<file path="src/rtl/demod_pkg.sv">
// demod_pkg: Q16.16 constants, scheduler FSM states and default slot count.
package demod_pkg;
   localparam logic [31:0] Q_ONE       = 32'h0001_0000;
   localparam logic [31:0] Q_MINUS_ONE = 32'hFFFF_0000;
   localparam int          NUM_SEG_DEF = 10;
   typedef enum logic [2:0] {IDLE, LOAD, ISSUE, WAIT, DONE} state_t;
endpackage

</file>
<file path="src/rtl/demod_ref_rom.sv">
// demod_ref_rom: segment index to {ref, ref_m}; even slots get +1/-1, odd slots -1/+1.
module demod_ref_rom
   import demod_pkg::*;
#(
   parameter int DW = 32
) (
   input  logic [3:0]    i_idx,
   output logic [DW-1:0] o_ref,
   output logic [DW-1:0] o_ref_m
);
   logic w_odd;
   assign w_odd   = (i_idx % 4'd2) != 4'd0;
   assign o_ref   = w_odd ? DW'(Q_MINUS_ONE) : DW'(Q_ONE);
   assign o_ref_m = w_odd ? DW'(Q_ONE) : DW'(Q_MINUS_ONE);
endmodule

</file>
<file path="src/rtl/demod_segment_scheduler.sv">
// demod_segment_scheduler: time-multiplexes one demod datapath over NUM_SEG slots per frame.
// Optional WAIT watchdog with sticky o_err under macro DEMOD_SCHED_TIMEOUT_EN.
module demod_segment_scheduler
   import demod_pkg::*;
#(
   parameter int NUM_SEG = NUM_SEG_DEF,
   parameter int DW = 32
`ifdef DEMOD_SCHED_TIMEOUT_EN
   ,
   parameter int TIMEOUT_CYC = 64
`endif
) (
   input  logic                  i_clk,
   input  logic                  i_rst_n,
   input  logic                  i_start,
   input  logic [DW-1:0]         i_in_sample,
   input  logic                  i_in_valid,
   output logic                  o_in_ready,
   output logic                  o_dp_start,
   output logic [3:0]            o_dp_sel,
   output logic [DW-1:0]         o_dp_sample,
   output logic [DW-1:0]         o_dp_ref,
   output logic [DW-1:0]         o_dp_ref_m,
   input  logic                  i_dp_done,
   input  logic [DW-1:0]         i_dp_result,
   output logic [NUM_SEG*DW-1:0] o_seg_results,
   output logic                  o_valid,
   output logic                  o_busy,
   output logic                  o_err
);
   state_t                r_state, w_next;
   logic [3:0]            r_seg_idx;
   logic [DW-1:0]         r_dp_sample;
   logic [NUM_SEG*DW-1:0] r_results;
   logic                  w_hs, w_adv, w_last, w_tmo;

   assign w_hs   = (r_state == LOAD) && i_in_valid;
   assign w_last = r_seg_idx == 4'(NUM_SEG - 1);
   assign w_adv  = (r_state == WAIT) && (i_dp_done || w_tmo);

`ifdef DEMOD_SCHED_TIMEOUT_EN
   localparam int CW = $clog2(TIMEOUT_CYC + 1);
   logic [CW-1:0] r_wcnt;
   logic          r_err;
   // counter sits at 0 outside WAIT, so it is clear on every WAIT entry
   assign w_tmo = (r_state == WAIT) && !i_dp_done && (r_wcnt == CW'(TIMEOUT_CYC - 1));
   always_ff @(posedge i_clk or negedge i_rst_n) begin
      if (!i_rst_n) begin
         r_wcnt <= '0;
         r_err  <= 1'b0;
      end else begin
         r_wcnt <= (r_state == WAIT) ? r_wcnt + CW'(1) : '0;
         r_err  <= r_err | w_tmo;
      end
   end
   assign o_err = r_err;
`else
   assign w_tmo = 1'b0;
   assign o_err = 1'b0;
`endif

   always_ff @(posedge i_clk or negedge i_rst_n) begin
      if (!i_rst_n) r_state <= IDLE;
      else          r_state <= w_next;
   end

   always_comb begin
      w_next = r_state;
      case (r_state)
         IDLE:    w_next = i_start ? LOAD : IDLE;
         LOAD:    w_next = i_in_valid ? ISSUE : LOAD;
         ISSUE:   w_next = WAIT;
         WAIT:    w_next = w_adv ? (w_last ? DONE : LOAD) : WAIT;
         DONE:    w_next = IDLE;
         default: w_next = IDLE;
      endcase
   end

   always_comb begin
      o_in_ready = r_state == LOAD;
      o_dp_start = r_state == ISSUE;
      o_valid    = r_state == DONE;
      o_busy     = (r_state == LOAD) || (r_state == ISSUE) || (r_state == WAIT);
   end

   always_ff @(posedge i_clk or negedge i_rst_n) begin
      if (!i_rst_n) begin
         r_seg_idx   <= '0;
         r_dp_sample <= '0;
         r_results   <= '0;
      end else begin
         if (w_hs) r_dp_sample <= i_in_sample;
         if (w_adv) r_results[int'(r_seg_idx)*DW +: DW] <= i_dp_done ? i_dp_result : '0;
         if (r_state == DONE) r_seg_idx <= '0;
         else if (w_adv && !w_last) r_seg_idx <= r_seg_idx + 4'd1;
      end
   end

   assign o_dp_sel      = r_seg_idx;
   assign o_dp_sample   = r_dp_sample;
   assign o_seg_results = r_results;

   demod_ref_rom #(.DW(DW)) u_rom (
      .i_idx  (r_seg_idx),
      .o_ref  (o_dp_ref),
      .o_ref_m(o_dp_ref_m)
   );
endmodule

</file>
<file path="config.mk">
export PLATFORM = sky130hd
export DESIGN_NAME = demod_segment_scheduler
export DESIGN_NICKNAME = d
export VERILOG_FILES = /design/src/rtl/demod_pkg.sv /design/src/rtl/demod_ref_rom.sv /design/src/rtl/demod_segment_scheduler.sv
export SDC_FILE = /design/constraint.sdc
export NUM_CORES = 1
export LEC_CHECK = 0
export ABC_AREA = 1
export ABC_CLOCK_PERIOD_IN_PS = 4500
export BUFFER_PORTS_ARGS = -buffer_cell sky130_fd_sc_hd__buf_2
export CAP_MARGIN = 30
export CORE_AREA = 2 2 193 195
export CTS_CLUSTER_SIZE = 14
export DETAILED_ROUTE_END_ITERATION = 7
export DIE_AREA = 0 0 195 197
export PLACE_DENSITY = 0.7
export SLEW_MARGIN = 30
export SYNTH_ARGS = -nofsm -noshare
export SYNTH_HDL_FRONTEND = slang
export SYNTH_SLANG_ARGS = --single-unit
</file>
<file path="constraint.sdc">
create_clock -name i_clk -period 4.5 [get_ports i_clk]
set_input_delay 0.9 -clock i_clk [delete_from_list [all_inputs] [get_ports i_clk]]
set_output_delay 0.9 -clock i_clk [all_outputs]
set_load 0.05 [all_outputs]
</file>
Word level (Yosys, flattened, before mapping)
Cells that the tools add are included.
Storage, ports and cells
  register bits: 359
Operators by class
  $add $sub $neg: 2
  equality and inequality tests: 5
  shift operators: 2
  muxes and demuxes: 11
  reductions and logical operators: 8
Operators by type and width (number)
  $bwmux 320: 1
  $shift 32x33->320 const A: 1
  $shiftx 32x33->320: 1
  $mux 32: 3
  $neg 9->33: 1
  $pmux 3 s4: 1
  $mux 4: 2
  $eq 3x2->1 const B: 2
  $mux 3: 2
  $add 4x1->4 const B: 1
  $eq 4x4->1 const B: 1
  $eq 3x1->1 const B: 1
  $eq 3x3->1 const B: 1
  $logic_and 1x1->1: 3
  $logic_not 3->1: 1
  $logic_or 1x1->1: 2
  $mux 2: 1
  $reduce_bool 2->1: 1
  $logic_not 1->1: 1
  $mux 1: 1

Longest topological paths before layout
Gate-level depths: netlist of the first run.
  depth after elaboration: 5
  depth in mapped cells: 14

Modules after synthesis
From an unflattened synthesis of the first run, not the netlist that was laid out.
Unflattened totals
  cell total of the unflattened synthesis: 1826
  area total of the unflattened synthesis: 15803.9 µm²
Modules (own cells, without submodules)
  demod_segment_scheduler: times used 1, cells an instance 1760, area each 15319.7 µm², seq. area each 8983.6 µm²
  demod_ref_rom: times used 1, cells an instance 66, area each 484.2 µm², seq. area each 0.0 µm²

Least setup slack after synthesis of the first run
OpenSTA, ideal clock, no wires.
  kind: flip-flop to flip-flop
  start point: reg r_seg_idx[0] (netlist: o_dp_sel[0])
  end point: reg r_results[295] (netlist: o_seg_results[295])
  data arrival time: 2870 ps
  slack: 1510 ps
  cell stages (with the launch flop): 12
  buffers on the path: 5
  clock period less this slack: 2990 ps
  cells stage by stage: dfrtp_1 buf_2 inv_2 buf_2 buf_2 ha_1 inv_2 clkbuf_1 clkbuf_1 nor3_1 nand3_1 nand2_1
On the way
  cells in the longest elaborated chain, start to end: 3
Ends and longest elaborated chain
  start, declared: RTL line demod_segment_scheduler.sv:32  | logic [3:0] r_seg_idx;
  start signal, assigned: RTL line demod_segment_scheduler.sv:95  | else if (w_adv && !w_last) r_seg_idx <= r_seg_idx + 4'd1;
  $neg 9->33 (*): RTL line demod_segment_scheduler.sv:93  | if (w_adv) r_results[int'(r_seg_idx)*DW +: DW] <= i_dp_done ? i_dp_result : '0;
  $shiftx 32x33->320 or $shift 32x33->320 (tied branches): RTL line demod_segment_scheduler.sv:93
  $bwmux 320 (*): RTL line demod_segment_scheduler.sv:93
  end signal, assigned by index: RTL line demod_segment_scheduler.sv:93
  end, declared: RTL line demod_segment_scheduler.sv:34  | logic [NUM_SEG*DW-1:0] r_results;
Every way passes the cells marked *; elsewhere a longest branch is shown, timed or not.
A chain may end at the register's enable or synchronous reset.

Worst setup path after layout of the first run
  start point: reg r_seg_idx[1] (netlist: o_dp_sel[1])
  end point: reg r_results[40] (netlist: o_seg_results[40])
The elaborated chain is that of the path after synthesis.

==> qor.yml, run 1 <==
global_routing:
  track_usage: 0.258
  grtUsageMet1: 0.349
  grt.overflow.total: 0
  grt_pass1_vias: 12600
  grt_pass1_wl_um: 75800
  busiest_layer: "met2"
  use_met2: 0.397
  met3_usage: 0.0707
  grt_max_degree: 116
  grt_antenna_before_repair: 2
worst_setup_path:
  critical_path_class: "flop to flop"
  start_kind: "flop"
  cp.required_ns: 4.96
  worst-path-max-fanout: 36
  arrival_ns: 3.70
  rr_worst_depth: 10
  worst_setup_path_end_kind: "flop"
cells_and_area:
  layout-drive-gt1-share: 0.285
  final_common_cell: "nand2_1"
  layout_common_cells: "534 x nand2_1, 457 x buf_2, 358 x dfrtp_1, 187 x nand3_1, 122 x o21ai_1"
  area_delta_synth_final_pct: 22.9
  n_fill_cell: 3354
  utilization: 0.528
  design_area_um2: 19100
  final_cell_count_no_fill: 2591
  nets: 2168
sta:
  setup_viol: 0
  fmax_mhz: 308
  finalCriticalPeriod_ns: 3.25
  tightest_slew_ns: 0.826
  fin_tns_setup_ns: 0
  fin_crit_sh: 0.721
  hold_viol: 0
  fin_ws_ns: 1.25
  slew_violations: 0
  rsz0062_at_grt: "false"
  slew_headroom: 0.448
  worst_hold_slack_ns: 0.299
  skew_ns: 0.0207
clock_network:
  cts_root_buf: "clkbuf_16"
  cts_made_buffers: 38
  cts_tree: "yes"
  ctsHtreeMaxLevel: 2
  post_cts_resized: 0
  cts_num_sinks: 359
  cts_setup_buffers: 0
  clk_pin_slew_ns: 0.06
  insertion_delay_ns: 0.54
  cts_hold_buf: 0
  cts_buffer_depth: 3
synth:
  synthXorXnorAreaFrac: 0.000563
  syn-cell-area_um2: 15600
  yosys-top-cells-area: "dfrtp_1 58%, nand2_1 13%, nand3_1 6.0%"
  synth_adder_area_share: 0.00322
  synth-compound-area-share: 0.0810
  synthArstFlopShare: 1.00
  synth-seq-cells: 359
  yosys.area_share.simple: 0.223
  muxShareOfSynthArea: 0.0231
  synth_edf_count: 0
  synth_top_family_by_area: "simple AND/OR/NAND/NOR gates"
  synth_cell_types: 30
  avgSynthCellArea_um2: 9.06
  synth-seq-area-share: 0.577
  synth_flop_cell: "dfrtp_1"
  synth_cells: 1719
  synth_area_leader_cell: "dfrtp_1"
  synth-warning-count: 0
  yosysTopAreaCellShare: 0.577
power_and_ir_drop:
  p_switching_mw: 5.69
  switching_share: 0.464
  power_frac_seq: 0.312
  vdd.ir_drop.worst_mv: 0.483
  total_power_mw: 12.3
  power_frac_clock: 0.271
  p_int_mw: 6.58
  powerDensity_nw_per_um2: 641
  combPwrFrac: 0.418
  p_leak_nw: 10.8
floorplanning:
  dieArea_um2: 38400
  fp-row-count: 70
  core_area_um2: 36300
  ios: 494
  die_h_um: 197
  initial_core_util: 0.429
  die_w_um: 195
route:
  drt_iter0_drc: 985
  drt-total-wl_um: 50500
  route.detailed.wl_per_inst_um: 19.5
  remaining_drc_errors: 0
  vias_per_cell: 5.14
  dr.pass1.iters: 5
  dr_total_vias: 13300
  ant_nets: 0
flow_run:
  cap_violations: 0
hold_path:
  min_path_type: "input pin to async pin"
placement:
  gp_routability_congestion: 0.842
  io_buffers: 458
  placed_cells: 2522
  hpwl_um: 35700
  placed_area_um2: 17800
  dp_slack_ns: 1.29
run_status:
  outcome: "complete, no violations"
==> state kept, by name, summed over array words and instances, names as in the netlist <==
signal / cells
o_seg_results: 320
o_dp_sample: 32
o_dp_sel: 4
r_state: 3
==> power by group through the flow <==
stage                     Combinational, mW  Sequential (mW)  Clock (mW)
after global placement                 5.07             3.86           0
after global routing                   5.42             3.86        3.50
after detailed placement               5.12             3.87           0
after floorplan                        2.70             5.09           0
after CTS                              5.13             3.82        3.37
final                                  5.13             3.82        3.32
==> cells in the mapped netlist, types with 2 or more instances <==
library cell,count
mux2_2,32
nor3_1,37
nor2_4,6
nor2_1,12
o31ai_1,32
o21ai_0,74
conb_1,2
nand2_1,534
inv_2,8
o21ai_1,122
nor2_8,2
nand3_2,4
buf_2,70
ha_1,4
clkbuf_1,29
buf_4,68
nand3_1,187
nor2_2,4
o211ai_1,2
inv_1,104
nand2_4,9
nand4_1,2
dfrtp_1,359
buf_1,9
a21oi_1,2
==> per-layer routing <==
metal	up-vias	wire length (um)
li1	6230	-
met1	6379	21200
met2	609	22900
met3	95	4590
met4	0	1810
met5	-	0
==> final timing paths <==
check	startpoint	end	slack, ns
max	o_dp_sel[1]	o_seg_results[40]	1.25
min	i_rst_n	o_seg_results[192]	0.30
max reg2reg	o_dp_sel[1]	o_seg_results[40]	1.25
min reg2reg	o_seg_results[47]	o_seg_results[47]	0.47
max in group asynchronous	i_rst_n	o_dp_sample[12]	3.09
min in group i_clk	o_seg_results[47]	o_seg_results[47]	0.47
==> worst max-delay path, cell delays in order (launching register included) <==
cell and delay (ns):
dfrtp_1 0.42, inv_1 0.10, ha_1 0.25, nand2_1 0.17
nand2_4 0.26, inv_2 0.59, nand2_4 0.17, nor2_4 0.67
buf_4 0.33, nand3_1 0.09, nand2_1 0.09
==> layout make-up <==
cell class	count	area, um2	share of cell area
sequential	359	8980	0.470
multi-input combinational	1105	5290	0.276
timing repair buffer	479	2530	0.132
clock buffer	58	1180	0.0617
tap	468	586	0.0306
inverter	112	420	0.0220
clock inverter	8	140	0.00733
antenna	2	5.00	0.000262
==> cells by family (layout without fill, tap and decap cells) <==
| family | after synthesis | after routing |
|---|---|---|
| AND/OR/NAND/NOR | 799 | 799 |
| flip-flops | 359 | 359 |
| buffers and inverters | 288 | 657 |
| AO/OA/AOI/OAI | 234 | 234 |
| multiplexers | 32 | 32 |
| adder cells (fa/ha/maj) | 4 | 4 |
| other | 2 | 37 |
| XOR/XNOR | 1 | 1 |
(Power assumes the default switching activity.)
==> inputs of run 2 (changes only) <==
- ABC_AREA: 1 -> 0
- ABC_CLOCK_PERIOD_IN_PS: 4500 -> 3000
- CORE_AREA: 2 2 193 195 -> 2 2 190 192
- DIE_AREA: 0 0 195 197 -> 0 0 192 194
- clock period: 4.5 -> 3 ns (I/O delays scaled with it)
==> qor.yml, run 2 <==
clock_network:
  cts_num_sinks: 359
  cts_root_buf: "clkbuf_16"
  cts_buffer_depth: 3
  clk_pin_slew_ns: 0.06
  cts_made_buffers: 39
  insertion_delay_ns: 0.54
  post_cts_resized: 0
  cts_tree: "yes"
  cts_setup_buffers: 0
  ctsHtreeMaxLevel: 2
  cts_hold_buf: 0
floorplanning:
  core_area_um2: 35200
  die_h_um: 194
  initial_core_util: 0.423
  die_w_um: 192
  fp-row-count: 69
  dieArea_um2: 37200
  ios: 494
route:
  dr_total_vias: 11900
  dr.pass1.iters: 5
  route.detailed.wl_per_inst_um: 19.8
  drt_iter0_drc: 649
  vias_per_cell: 5.12
  drt-total-wl_um: 45900
  remaining_drc_errors: 0
  ant_nets: 0
sta:
  fin_crit_sh: 0.944
  slew_violations: 0
  tightest_slew_ns: 0.869
  setup_viol: 0
  fin_tns_setup_ns: 0
  hold_viol: 0
  finalCriticalPeriod_ns: 2.83
  fmax_mhz: 353
  skew_ns: 0.0163
  slew_headroom: 0.418
  rsz0062_at_grt: "false"
  worst_hold_slack_ns: 0.0431
synth:
  avgSynthCellArea_um2: 10.4
  yosysTopAreaCellShare: 0.603
  synth_area_leader_cell: "dfrtp_1"
  yosys.area_share.simple: 0.162
  synthTopCellsByCount: "359 x dfrtp_1, 355 x nand2_1, 255 x o21ai_0, 98 x nand3_1, 95 x mux2_2"
  synth-seq-cells: 359
  synth_adder_area_share: 0.00336
  synth_cells: 1430
  synth-warning-count: 0
  synth_cell_types: 43
  synth_edf_count: 0
  synth-compound-area-share: 0.0916
  synth-seq-area-share: 0.603
  muxShareOfSynthArea: 0.0733
  synth_top_family_by_area: "simple AND/OR/NAND/NOR gates"
  synthArstFlopShare: 1.00
  synth_flop_cell: "dfrtp_1"
  syn-cell-area_um2: 14900
  synthXorXnorAreaFrac: 0.00286
  yosys-top-cells-area: "dfrtp_1 60%, nand2_1 8.9%, o21ai_0 8.6%"
  synth.most_common_cell: "dfrtp_1"
cells_and_area:
  area_delta_synth_final_pct: 26.0
  layout_common_cells: "457 x buf_2, 359 x dfrtp_1, 355 x nand2_1, 254 x o21ai_0, 98 x nand3_1"
  final_common_cell: "buf_2"
  diodes: 0
  largest_reg_flops: 320
  utilization: 0.533
  nets: 1904
  layout-drive-gt1-share: 0.359
worst_setup_path:
  arrival_ns: 3.21
  start_kind: "flop"
  timing.rr.end: "o_seg_results[285]"
  cp.required_ns: 3.38
  worst_setup_path_end_kind: "flop"
  worst-path-max-fanout: 19
  r2r_start: "o_dp_sel[0]"
  reg2reg_setup_slack_ns: 0.17
  rr_worst_depth: 5
  critical_path_class: "flop to flop"
power_and_ir_drop:
  p_leak_nw: 9.56
  powerDensity_nw_per_um2: 1050
  vdd.ir_drop.worst_mv: 0.929
global_routing:
  grt_max_degree: 81
  grt_antenna_before_repair: 0
  grt_pass1_wl_um: 69300
  grt.overflow.total: 0
  grt_pass1_vias: 11500
  track_usage: 0.241
hold_path:
  min_path_type: "input pin to async pin"
placement:
  io_buffers: 458
  gp_routability_congestion: 0.857
  hpwl_um: 31600
flow_run:
  cap_violations: 0
run_status:
  outcome: "complete, no violations"
-- run 2: cell count changes in the layout (fill, tap and decap cells not counted), moves of 8 or more --
cell,change
mux2_2,+63
nand2_4,-9
inv_2,-8
nand3_1,-89
nor3_1,-34
nand2_1,-179
and2_1,+35
buf_12,+8
o21ai_1,-120
inv_1,-101
o31ai_1,-32
o21ai_0,+180
-- run 2: metal layers --
layer  global-route usage  vias up  share of wire
met5                    0        -              0
met4               0.0984        0          0.037
met3               0.0492      105          0.078
met2                0.373      511           0.46
met1                0.332     5771           0.42
li1                     -     5469              -
-- run 2: critical path, cell delays in order (launching register included) --
cell and delay, ns:
dfrtp_1 0.54, nor3_1 0.43, ha_1 0.39, and4bb_2 0.38, o21ai_2 0.72, o21ai_0 0.22
-- run 2: layout make-up --
class,count,area [um2]
clock buffer,60,1190
clock inverter,5,115
fill,3162,16500
inverter,4,18.8
multi-input combinational,938,5200
sequential,359,8980
tap,461,577
timing repair buffer,489,2690
-- run 2: cell families after synthesis --
kind of cell             after synthesis
flip-flops                           359
XOR/XNOR                               4
multiplexers                          97
other                                  2
AO/OA/AOI/OAI                        265
buffers and inverters                167
AND/OR/NAND/NOR                      532
adder cells (fa/ha/maj)                4
-- run 2: report_power, final --
part           internal (mW)  total [mW]  switching, mW
Combinational           1.91        8.59           6.68
Clock                   2.97        4.89           1.92
Sequential              5.76        6.31          0.553
Total                   10.6        19.8           9.16
-- run 2: through the flow --
stage	instance area (um2)	power, mW	worst slack [ns]	std cells
after global placement	17500	14.8	0.331	2250
final	18800	19.8	0.167	2316
after CTS	18800	19.9	0.190	2315
after detailed placement	17500	15.0	0.179	2250
after global routing	18800	20.6	0.00678	2316
after floorplan	15000	12.9	0.00695	1463
-- run 2: worst max-delay path by stage --
stage,start,to,depth (start not counted)
after floorplan,o_dp_sel[0],o_seg_results[130],7
after global placement,o_dp_sel[0],o_seg_results[269],5
after detailed placement,o_dp_sel[0],o_seg_results[271],5
after CTS,o_dp_sel[0],o_seg_results[269],5
after global routing,o_dp_sel[0],o_seg_results[260],5
final,o_dp_sel[0],o_seg_results[285],5
==> inputs of run 3 (changes only) <==
- CORE_AREA: 2 2 190 192 -> 2 2 194 196
- CTS_BUF_LIST: default -> sky130_fd_sc_hd__clkbuf_8
- DIE_AREA: 0 0 192 194 -> 0 0 196 198
- PLACE_DENSITY: 0.7 -> 0.67
- RECOVER_POWER: default -> 100
==> qor.yml, run 3 (synthesis gave the netlist of run 2 again) <==
floorplanning:
  fp-row-count: 71
  ios: 494
  core_area_um2: 37000
  dieArea_um2: 38800
  die_w_um: 196
  die_h_um: 198
  initial_core_util: 0.403
power_and_ir_drop:
  power_frac_seq: 0.338
  p_leak_nw: 8.00
  powerDensity_nw_per_um2: 1040
  power_frac_clock: 0.227
  combPwrFrac: 0.435
  total_power_mw: 18.8
  p_int_mw: 9.65
  vdd.ir_drop.worst_mv: 0.877
  switching_share: 0.487
  p_switching_mw: 9.15
hold_path:
  min_path_type: "input pin to flop"
worst_setup_path:
  worst-path-max-fanout: 16
  start_kind: "flop"
  arrival_ns: 3.20
  cp.required_ns: 3.48
  worst_setup_path_end_kind: "flop"
  critical_path_class: "flop to flop"
route:
  remaining_drc_errors: 0
  drt-total-wl_um: 45600
  dr_total_vias: 11900
  dr.pass1.iters: 5
  ant_nets: 0
  route.detailed.wl_per_inst_um: 19.3
  vias_per_cell: 5.04
  drt_iter0_drc: 654
global_routing:
  grt.overflow.total: 0
  grt_max_degree: 75
  grt_pass1_vias: 11700
  track_usage: 0.231
  grt_antenna_before_repair: 0
  grt_pass1_wl_um: 69200
sta:
  tightest_slew_ns: 1.81
  finalCriticalPeriod_ns: 2.72
  fin_tns_setup_ns: 0
  slew_violations: 64
  skew_ns: 0.0299
  fmax_mhz: 368
  setup_viol: 0
  fin_crit_sh: 0.906
  hold_viol: 0
  rsz0062_at_grt: "false"
  slew_headroom: -0.207
  worst_hold_slack_ns: 0.220
flow_run:
  cap_violations: 1
clock_network:
  cts_root_buf: "clkbuf_8"
  clk_pin_slew_ns: 0.06
  cts_tree: "yes"
  cts_buffer_depth: 3
  cts_hold_buf: 1
  post_cts_resized: 0
  cts_made_buffers: 58
  cts_setup_buffers: 0
  ctsHtreeMaxLevel: 2
  insertion_delay_ns: 0.63
  cts_num_sinks: 359
cells_and_area:
  area_delta_synth_final_pct: 21.6
  layout_common_cells: "393 x clkbuf_1, 359 x dfrtp_1, 355 x nand2_1, 255 x o21ai_0, 98 x nand3_1"
  layout-drive-gt1-share: 0.155
  final_common_cell: "clkbuf_1"
  final_cell_count_no_fill: 2364
  largest_reg_flops: 320
  diodes: 0
  nets: 1923
run_status:
  violations: "max-capacitance violations, max-slew violations"
  outcome: "complete, but fails checks"
placement:
  hpwl_um: 31800
  gp_routability_congestion: 0.865
  io_buffers: 458
  placed_cells: 2263
## run 3: layout make-up
type	count	area, um2
fill	3668	18800
clock inverter	27	170
tap	474	593
multi-input combinational	937	5170
inverter	4	18.8
clock buffer	73	1000
timing repair buffer	490	2170
sequential	359	8980
## run 3: worst paths after layout
kind	startpoint	to	slack (ns)	depth (start not counted)
max	o_dp_sel[2]	o_seg_results[231]	0.28	6
min	i_in_sample[13]	o_dp_sample[13]	0.22	2
max reg2reg	o_dp_sel[2]	o_seg_results[231]	0.28	6
min reg2reg	o_seg_results[99]	o_seg_results[99]	0.47	2
max in group asynchronous	i_rst_n	o_seg_results[99]	0.50	3
min in group asynchronous	i_rst_n	o_seg_results[121]	1.00	2
## run 3: metal layers
metal	wire length, um	global-route usage
met4	2020	0.117
met1	19800	0.311
met2	20800	0.353
met3	3080	0.0535
met5	0	0
## run 3: per-stage QoR
step	cell area, um2	worst slack [ns]	utilization
2_1_floorplan	15000	0.00695	-
3_3_place_gp	17500	0.519	0.473
3_5_place_dp	17500	0.345	0.473
4_1_cts	18700	0.343	0.505
5_1_grt	18100	0.116	0.490
6_report	18100	0.282	0.490
## run 3: critical path, stage by stage (launching register included)
cell,delay [ns]
dfrtp_1,0.54
nor3_1,0.39
ha_1,0.51
and4bb_1,0.40
o2111ai_4,0.27
clkbuf_2,0.32
o21ai_0,0.15
## run 3: power by group through the flow
stage | registers, mW | clock network [mW] | logic (mW)
final | 6.35 | 4.27 | 8.18
after global routing | 6.47 | 4.61 | 8.62
after CTS | 6.32 | 4.39 | 8.56
after detailed placement | 6.40 | 0 | 8.55
after global placement | 6.35 | 0 | 8.46
after floorplan | 9.46 | 0 | 3.47
